### src/rtl/jt12_ch_acc_pkg.sv
// Shared constants for the channel accumulator: carrier masks, slot order and
// 16-bit output saturation.
package jt12_ch_acc_pkg;

    // Slot order within a frame; the value also selects the bit in a carrier mask.
    typedef enum logic [1:0] {
        SLOT_S1 = 2'd0,
        SLOT_S3 = 2'd1,
        SLOT_S2 = 2'd2,
        SLOT_S4 = 2'd3
    } slot_t;

    // One nibble per algorithm (alg 7 in the top nibble), bits {S4, S2, S3, S1}.
    localparam logic [31:0] CARRIER_MASK = {
        4'b1111, 4'b1110, 4'b1110, 4'b1100,
        4'b1000, 4'b1000, 4'b1000, 4'b1000
    };

    localparam logic signed [18:0] SAT16_MAX = 19'sd32767;
    localparam logic signed [18:0] SAT16_MIN = -19'sd32768;

    function automatic logic signed [15:0] sat16(input logic signed [18:0] x);
        logic signed [15:0] y;
        if (x > SAT16_MAX) begin
            y = 16'sh7fff;
        end else if (x < SAT16_MIN) begin
            y = -16'sh8000;
        end else begin
            y = x[15:0];
        end
        return y;
    endfunction

endpackage

### src/rtl/jt12_acc_dly.sv
// Enable-gated shift register with asynchronous clear; holds one partial sum
// per channel so each channel meets its own value again one group later.
module jt12_acc_dly #(
    parameter int W      = 16,
    parameter int STAGES = 6
) (
    input  logic         i_clk,
    input  logic         i_rst,
    input  logic         i_clk_en,
    input  logic [W-1:0] i_din,
    output logic [W-1:0] o_dout
);

    logic [W-1:0] r_mem [STAGES];

    // Shift one stage per slot; clear every stage on reset.
    always_ff @(posedge i_clk or posedge i_rst) begin
        if (i_rst) begin
            for (int i = 0; i < STAGES; i++) begin
                r_mem[i] <= {W{1'b0}};
            end
        end else if (i_clk_en) begin
            r_mem[0] <= i_din;
            for (int i = 1; i < STAGES; i++) begin
                r_mem[i] <= r_mem[i-1];
            end
        end
    end

    assign o_dout = r_mem[STAGES-1];

endmodule

### src/rtl/jt12_ch_acc.sv
// Channel accumulator: sums carrier operators per channel, pans the sums into
// frame totals and emits saturated stereo samples once per frame.
module jt12_ch_acc
    import jt12_ch_acc_pkg::*;
#(
    parameter int num_ch = 6
) (
    input  logic               clk,
    input  logic               rst,
    input  logic               clk_en,
    input  logic signed [13:0] op_result,
    input  logic        [2:0]  alg,
    input  logic        [1:0]  pan,
    input  logic               s1_enters,
    input  logic               s2_enters,
    input  logic               s3_enters,
    input  logic               s4_enters,
    input  logic               zero,
    output logic signed [15:0] left,
    output logic signed [15:0] right,
    output logic               sample
);

    slot_t              w_slot;
    logic               w_slot_vld;
    logic        [3:0]  w_mask;
    logic               w_carrier;
    logic signed [15:0] w_v;
    logic signed [15:0] w_dly_out;
    logic signed [15:0] w_dly_in;
    logic signed [15:0] w_ch_sum;
    logic signed [18:0] w_sum_ext;
    logic               w_is_s4;

    logic signed [18:0] r_tl;
    logic signed [18:0] r_tr;
    logic signed [15:0] r_left;
    logic signed [15:0] r_right;
    logic               r_sample;

    // Slot decode with priority S1 > S3 > S2 > S4.
    always_comb begin
        w_slot     = SLOT_S1;
        w_slot_vld = 1'b1;
        if (s1_enters) begin
            w_slot = SLOT_S1;
        end else if (s3_enters) begin
            w_slot = SLOT_S3;
        end else if (s2_enters) begin
            w_slot = SLOT_S2;
        end else if (s4_enters) begin
            w_slot = SLOT_S4;
        end else begin
            w_slot_vld = 1'b0;
        end
    end

    assign w_mask    = CARRIER_MASK[{alg, 2'b00} +: 4];
    assign w_carrier = w_slot_vld & w_mask[w_slot];
    assign w_v       = w_carrier ? {{2{op_result[13]}}, op_result} : 16'sd0;
    assign w_ch_sum  = w_dly_out + w_v;
    assign w_sum_ext = {{3{w_ch_sum[15]}}, w_ch_sum};
    assign w_is_s4   = w_slot_vld && (w_slot == SLOT_S4);

    // S1 restarts the channel sum; other slots (or none) extend the delayed one.
    always_comb begin
        w_dly_in = w_ch_sum;
        if (w_slot_vld) begin
            case (w_slot)
                SLOT_S1: w_dly_in = w_v;
                SLOT_S3: w_dly_in = w_ch_sum;
                SLOT_S2: w_dly_in = w_ch_sum;
                SLOT_S4: w_dly_in = w_ch_sum;
                default: w_dly_in = w_ch_sum;
            endcase
        end else begin
            w_dly_in = w_ch_sum;
        end
    end

    jt12_acc_dly #(
        .W      (16),
        .STAGES (num_ch)
    ) u_dly (
        .i_clk    (clk),
        .i_rst    (rst),
        .i_clk_en (clk_en),
        .i_din    (w_dly_in),
        .o_dout   (w_dly_out)
    );

    // Frame totals and output samples; the frame clear takes precedence over S4.
    always_ff @(posedge clk or posedge rst) begin
        if (rst) begin
            r_tl    <= 19'sd0;
            r_tr    <= 19'sd0;
            r_left  <= 16'sd0;
            r_right <= 16'sd0;
        end else if (clk_en) begin
            if (zero) begin
                r_left  <= sat16(r_tl);
                r_right <= sat16(r_tr);
                r_tl    <= 19'sd0;
                r_tr    <= 19'sd0;
            end else if (w_is_s4) begin
                r_tl <= r_tl + (pan[1] ? w_sum_ext : 19'sd0);
                r_tr <= r_tr + (pan[0] ? w_sum_ext : 19'sd0);
            end else begin
                r_tl <= r_tl;
                r_tr <= r_tr;
            end
        end
    end

    // One-clock sample strobe aligned with the output update.
    always_ff @(posedge clk or posedge rst) begin
        if (rst) begin
            r_sample <= 1'b0;
        end else begin
            r_sample <= clk_en & zero;
        end
    end

    assign left   = r_left;
    assign right  = r_right;
    assign sample = r_sample;

endmodule

### config.mk
export PLATFORM = sky130hd
export DESIGN_NAME = jt12_ch_acc
export DESIGN_NICKNAME = d
export VERILOG_FILES = /design/src/rtl/jt12_ch_acc_pkg.sv /design/src/rtl/jt12_acc_dly.sv /design/src/rtl/jt12_ch_acc.sv
export SDC_FILE = /design/constraint.sdc
export NUM_CORES = 1
export LEC_CHECK = 0
export CORE_MARGIN = 3
export CORE_UTILIZATION = 60
export CTS_BUF_LIST = sky130_fd_sc_hd__clkbuf_4
export CTS_CLUSTER_SIZE = 24
export DETAILED_ROUTE_END_ITERATION = 10
export PLACE_DENSITY = 0.78
export SKIP_CTS_REPAIR_TIMING = 1
export SYNTH_ARGS = -nofsm -noshare
export SYNTH_HDL_FRONTEND = slang
export SYNTH_SLANG_ARGS = --single-unit
### constraint.sdc
create_clock -name clk -period 6.76 [get_ports clk]
set_input_delay 1.014 -clock clk [delete_from_list [all_inputs] [get_ports clk]]
set_output_delay 1.014 -clock clk [all_outputs]
set_load 0.005 [all_outputs]
Yosys cells after proc, flatten, opt, wreduce, memory -nomap -nowiden
Cells that the tools add are included.

Add/sub/neg operators: 3. Order comparisons: 5. Equal/unequal tests: 3. Shifts and indexed selects: 1. Muxes and demuxes: 23. Bitwise gates (word level): 2. Reduce and logical (&&, ||, !) cells: 6.

Operators with widths (count): 19-bit two-way mux (6); 16-bit two-way mux (6); 19-bit adder (2); 19-bit by 16-bit > comparator with 1-bit output (second input constant) (2); 19-bit by 16-bit < comparator with 1-bit output (second input constant) (2); 16-bit case mux with 2 select lines (1); 32-bit by 6-bit indexed part select with 4-bit output (first input constant) (1); 16-bit adder (1); 2-bit two-way mux (4); 1-bit two-way mux (5); 2-bit equality test (second input constant) (2); 2-bit AND reduction (2); 2-bit by 3-bit < comparator with 1-bit output (second input constant) (1); 3-bit OR reduction (1); 1-bit AND (2); 1-bit binary-select mux with 2-bit select (1); 2-bit by 1-bit equality test with 1-bit output (second input constant) (1); 2-bit zero test (1); 2-bit nonzero test (1); 1-bit logical AND (1).

Flip-flop bits (word level): 167.

Depth between registers and ports, before layout
Depth in word-level cells: 13. Gate-level depth with buffers: 26. Depth with buffers taken out: 24.

By module
A second synthesis with hierarchy kept.

Cell total of the unflattened synthesis: 849. Area, all modules: 9232.6 um^2.

By module, submodules not included: jt12_ch_acc (instances 1, cells each 629, area an instance 5343.9 um^2, sequential area each 1776.7 um^2); jt12_acc_dly (instances 1, cells each 220, area an instance 3888.7 um^2, sequential area each 2402.3 um^2).

Least setup slack after synthesis
OpenSTA, ideal clock, no wires.

Kind: input-to-reg. Start point: input s2_enters. End point: register r_tr[18]. Library setup time: 0.124 ns. Arrival: 5.538 ns. Required time: 6.636 ns. Setup slack: 1.098 ns. Stages on the path: 26. Cells stage by stage: o31ai_1 -> nand2b_1 -> and3_1 -> buf_4 -> clkbuf_1 -> and2_1 -> ha_1 -> fa_1 -> a21o_1 -> a21oi_1 -> nor2_1 -> o21a_1 -> o31a_1 -> o21a_1 -> xnor2_1 -> and2_1 -> ha_1 -> a21oi_1 -> o21ai_0 -> a21oi_1 -> o31ai_1 -> o41ai_1 -> o21ai_0 -> xor2_1 -> nor3_1 -> o21bai_1.

Cells in the longest elaborated chain, start to end: 12. Elaborated cells on any way between the ends: 19.

Ends and longest elaborated chain: start, declared (RTL line jt12_ch_acc.sv:15) `input logic s2_enters,`; 2-bit two-way mux (RTL line jt12_ch_acc.sv:49) `end else if (s2_enters) begin`; 2-bit two-way mux (RTL line jt12_ch_acc.sv:47) `end else if (s3_enters) begin`; 2-bit two-way mux (RTL line jt12_ch_acc.sv:45) `if (s1_enters) begin`; 1-bit binary-select mux with 2-bit select (RTL line jt12_ch_acc.sv:59) `assign w_carrier = w_slot_vld & w_mask[w_slot];`; 1-bit two-way mux (not written as such) (RTL line jt12_ch_acc.sv:59); 1-bit AND (RTL line jt12_ch_acc.sv:59); 16-bit two-way mux (RTL line jt12_ch_acc.sv:60) `assign w_v = w_carrier ? {{2{op_result[13]}}, op_result} : 16'sd0;`; 16-bit adder (RTL line jt12_ch_acc.sv:61) `assign w_ch_sum = w_dly_out + w_v;`; 19-bit two-way mux (RTL line jt12_ch_acc.sv:107) `r_tr <= r_tr + (pan[0] ? w_sum_ext : 19'sd0);`; 19-bit adder (RTL line jt12_ch_acc.sv:107); 19-bit two-way mux (RTL line jt12_ch_acc.sv:105) `end else if (w_is_s4) begin`; 19-bit two-way mux (RTL line jt12_ch_acc.sv:100) `if (zero) begin`; end signal, assigned (RTL line jt12_ch_acc.sv:107); end signal, assigned (RTL line jt12_ch_acc.sv:110) `r_tr <= r_tr;`; end, declared (RTL line jt12_ch_acc.sv:36) `logic signed [18:0] r_tr;`.

Several ways; a longest one is shown, not always the timed one. The select of a mux whose other input is x is not followed. A chain may end at the register's enable or synchronous reset.

Worst setup path after layout
Start point: input s4_enters. End point: register r_tr[18].

Cells in the longest elaborated chain, start to end: 13. Elaborated cells on any way between the ends: 21.

Ends and longest elaborated chain: start, declared (RTL line jt12_ch_acc.sv:17) `input logic s4_enters,`; 2-bit two-way mux (RTL line jt12_ch_acc.sv:51) `end else if (s4_enters) begin`; 2-bit two-way mux (RTL line jt12_ch_acc.sv:49); 2-bit two-way mux (RTL line jt12_ch_acc.sv:47); 2-bit two-way mux (RTL line jt12_ch_acc.sv:45); 1-bit binary-select mux with 2-bit select (RTL line jt12_ch_acc.sv:59); 1-bit two-way mux (not written as such) (RTL line jt12_ch_acc.sv:59); 1-bit AND (RTL line jt12_ch_acc.sv:59); 16-bit two-way mux (RTL line jt12_ch_acc.sv:60); 16-bit adder (RTL line jt12_ch_acc.sv:61); 19-bit two-way mux (RTL line jt12_ch_acc.sv:107); 19-bit adder (RTL line jt12_ch_acc.sv:107); 19-bit two-way mux (RTL line jt12_ch_acc.sv:105); 19-bit two-way mux (RTL line jt12_ch_acc.sv:100).

Several ways; a longest one is shown, not always the timed one. The select of a mux whose other input is x is not followed.

==> impl_metrics.py <==
metrics = {
    "status": {
        "status": "finished, final reports clean",
    },
    "sta": {
        "fin_crit_ns": 6.007,
        "fin_crit_sh_pct": 88.87,
        "setup-violations-final": 0,
        "finalSetupTns_ns": 0,
        "rsz0062_at_grt": "false",
        "fmax_mhz": 166.5,
        "max_slew.worst_pin.slew_ns": 0.9575,
        "hold_viol_final": 0,
        "maxSlewViolCount": 0,
        "max_slew_margin_pct": 36.17,
        "clock_skew_ns": 0.02069,
    },
    "clock_network": {
        "cts_inserted_buffers": 17,
        "clockBufferDepth": 2,
        "clk_pin_slew_ns": 0.13,
        "h-tree-depth": 4,
        "cts_root_buffer": "clkbuf_4",
        "cts.sink_count": 167,
        "cts_tree": "yes",
        "clk_latency_ns": 0.57,
    },
    "final_layout": {
        "drive_above_1_share_pct": 14.36,
        "nets": 1015,
        "n_fill_cell": 1075,
        "final_area_um2": 10060,
        "fin_util_pct": 68.71,
        "syn2layout_area_growth_pct": 11.11,
    },
    "floorplanning": {
        "initial_core_util_pct": 61.84,
        "placementRows": 44,
        "die_area_um2": 16600,
        "coreArea_um2": 14640,
        "dieWidth_um": 128.9,
        "fp.dieH_um": 128.9,
        "io_pins": 60,
    },
    "global_routing": {
        "grt_max_degree": 91,
        "grt_pass1_vias": 6800,
        "antenna_found_initial": 1,
        "grt_overflow": 0,
        "track_usage_pct": 24.76,
        "grt_pass1_wl_um": 32840,
    },
    "placement": {
        "portBuffers": 59,
        "gp_congestion": 0.9380,
        "dpl-instance-area_um2": 9813,
        "hpwlAfterDp_um": 14360,
    },
    "route": {
        "first_iter_violations": 464,
        "drc": 0,
        "antenna_left": 0,
        "routed-via-count": 6712,
        "first_pass_iters": 5,
        "drt-total-wl_um": 19500,
        "viasPerCell": 5.929,
        "wire_per_inst_um": 17.22,
    },
    "synth": {
        "ys_seq_area_share_pct": 46.15,
        "ys_ff_latch": 167,
        "yosys.cell_types.count": 63,
        "syn_avg_cell_area_um2": 10.27,
        "async_flop_share_pct": 100.0,
        "synth_warnings": 0,
        "synth_area_um2": 9056,
        "syn-instance-count": 882,
        "synth_edf_count": 0,
        "ys.flop_type": "dfrtp_1",
        "synth_nets": 963,
    },
    "setup_path": {
        "worst_path_max_delay_cell": "clkdlybuf4s50_1",
        "cp_num_buf_inv": 1,
        "cp_num_cells": 25,
        "worstRegToRegCells": 20,
        "worstSetupStartpointType": "primary input",
        "crit_type": "primary input to register",
        "cp.arrival_ns": 6.47,
        "crit_path_frequent_cell": "a21oi_1",
        "slowest_delay_ns": 0.53,
        "cp_max_fo": 5,
        "cp-end-kind": "register",
        "cpLargestDelayFamily": "compound AO/OA/AOI/OAI gates",
        "required_ns": 7.22,
    },
    "worst_hold_path": {
        "hp-class": "register to register",
        "whs_path_depth": 2,
    },
    "power": {
        "ir_worst_vdd_mv": 0.1857,
        "power_mw": 3.057,
        "power_leakage_nw": 4.642,
        "power_density_nw_per_um2": 303.8,
    },
    "flow_run": {
        "cap_violations": 0,
    },
}
path summary, 6_finish.rpt:
kind	startpoint	to	slack [ns]
setup / recovery	s4_enters	r_tr[18]	0.75
hold / removal	right[0]	right[0]	0.48
setup reg to reg	u_dly.o_dout[0]	r_tr[18]	2.08
hold reg to reg	right[0]	right[0]	0.48
max in group asynchronous	rst	u_dly.o_dout[10]	4.31
min in group asynchronous	rst	u_dly.r_mem[32]	0.95
cell families (layout without fill, tap and decap cells):
group           Yosys count  after routing  synth area share, %
xor+xnor                 40             40                3.869
buf+inv                  55            120                2.349
other cells               0              1                    0
simple gates            271            271                14.51
mux                      95             95                11.63
compound gates          200            200                13.79
flops                   167            167                46.15
fa+ha+maj                54             54                7.709
placed cells by master, fill, tap and decap left out, types with 8 or more instances in the layout:
cell type,Yosys,routed
a21o_1,10,10
a21oi_1,50,50
and2_1,42,42
buf_4,1,10
clkbuf_4,0,18
clkdlybuf4s50_1,0,58
dfrtp_1,167,167
ha_1,51,51
inv_1,20,19
mux2_2,82,82
mux2i_1,13,13
nand2_1,113,113
nand3_1,11,11
nor2_1,53,53
nor3_1,11,11
o21a_1,8,8
o21ai_0,73,72
o21bai_1,10,10
xnor2_1,26,26
xor2_1,14,14
routing by layer:
layer / global-route usage [%] / vias to the layer above / wire (um)
met5: 0 / - / 0
met4: 7.783 / 0 / 325
met3: 4.649 / 37 / 874
met1: 33.07 / 3282 / 8823
met2: 41.22 / 176 / 9472
li1: - / 3217 / -
layout make-up:
cell class	instances	area, um2	area share, %
Antenna cell	1	2.502	0.02487
Tap cell	184	230.2	2.288
Inverter	20	80.08	0.7958
Timing Repair Buffer	68	655.6	6.516
Clock buffer	18	135.1	1.343
Multi-Input combinational cell	660	4668	46.39
Clock inverter	14	111.4	1.107
Sequential cell	167	4179	41.53
through the flow:
stage,hold WS (ns),instances,worst slack [ns]
detailed placement,0.4545,1099,0.2998
CTS,0.4847,1131,0.9097
global route,0.5098,1132,0.3949
finish,0.4823,1132,0.7526
global placement,0.4488,1099,0.4540
floorplan,0.4492,882,1.098
Yosys cell counts (all sizes together), types with 4 or more instances:
cell / count / area [um2]
a211oi: 7 / 70.07
a21o: 10 / 75.07
a21oi: 50 / 250.2
a22o: 5 / 43.79
a31oi: 4 / 25.02
and2: 42 / 262.8
clkbuf: 32 / 120.1
dfrtp: 167 / 4179
ha: 51 / 638.1
inv: 20 / 75.07
mux2: 82 / 923.4
mux2i: 13 / 130.1
nand2: 113 / 424.2
nand2b: 6 / 37.54
nand3: 11 / 55.05
nand4: 6 / 37.54
nand4b: 4 / 35.03
nor2: 53 / 198.9
nor2b: 4 / 25.02
nor3: 11 / 55.05
o211ai: 4 / 30.03
o21a: 8 / 60.06
o21ai: 78 / 394.1
o21bai: 10 / 75.07
o31ai: 8 / 75.08
or3: 5 / 36.28
or4b: 4 / 40.04
xnor2: 26 / 227.7
xor2: 14 / 122.6
flip-flops by register name (all words and copies together), names as in the netlist:
| register | flops |
|---|---|
| u_dly.r_mem | 80 |
| sample | 1 |
| u_dly.o_dout | 16 |
| r_tr | 19 |
| right | 16 |
| left | 16 |
| r_tl | 19 |
worst register-to-register path: cells and delay by family, from the launching register on:
| family | cells | cell delay (ns) |
|---|---|---|
| compound gates | 12 | 2.46 |
| fa+ha+maj | 3 | 0.92 |
| xor+xnor | 2 | 0.47 |
| flops | 1 | 0.41 |
| simple gates | 3 | 0.33 |
power by group:
part / internal [mW] / switching [mW]
Clock: 0.182 / 0.345
Sequential: 1.26 / 0.150
Combinational: 0.532 / 0.588
Power figures use the tool's default switching activity.
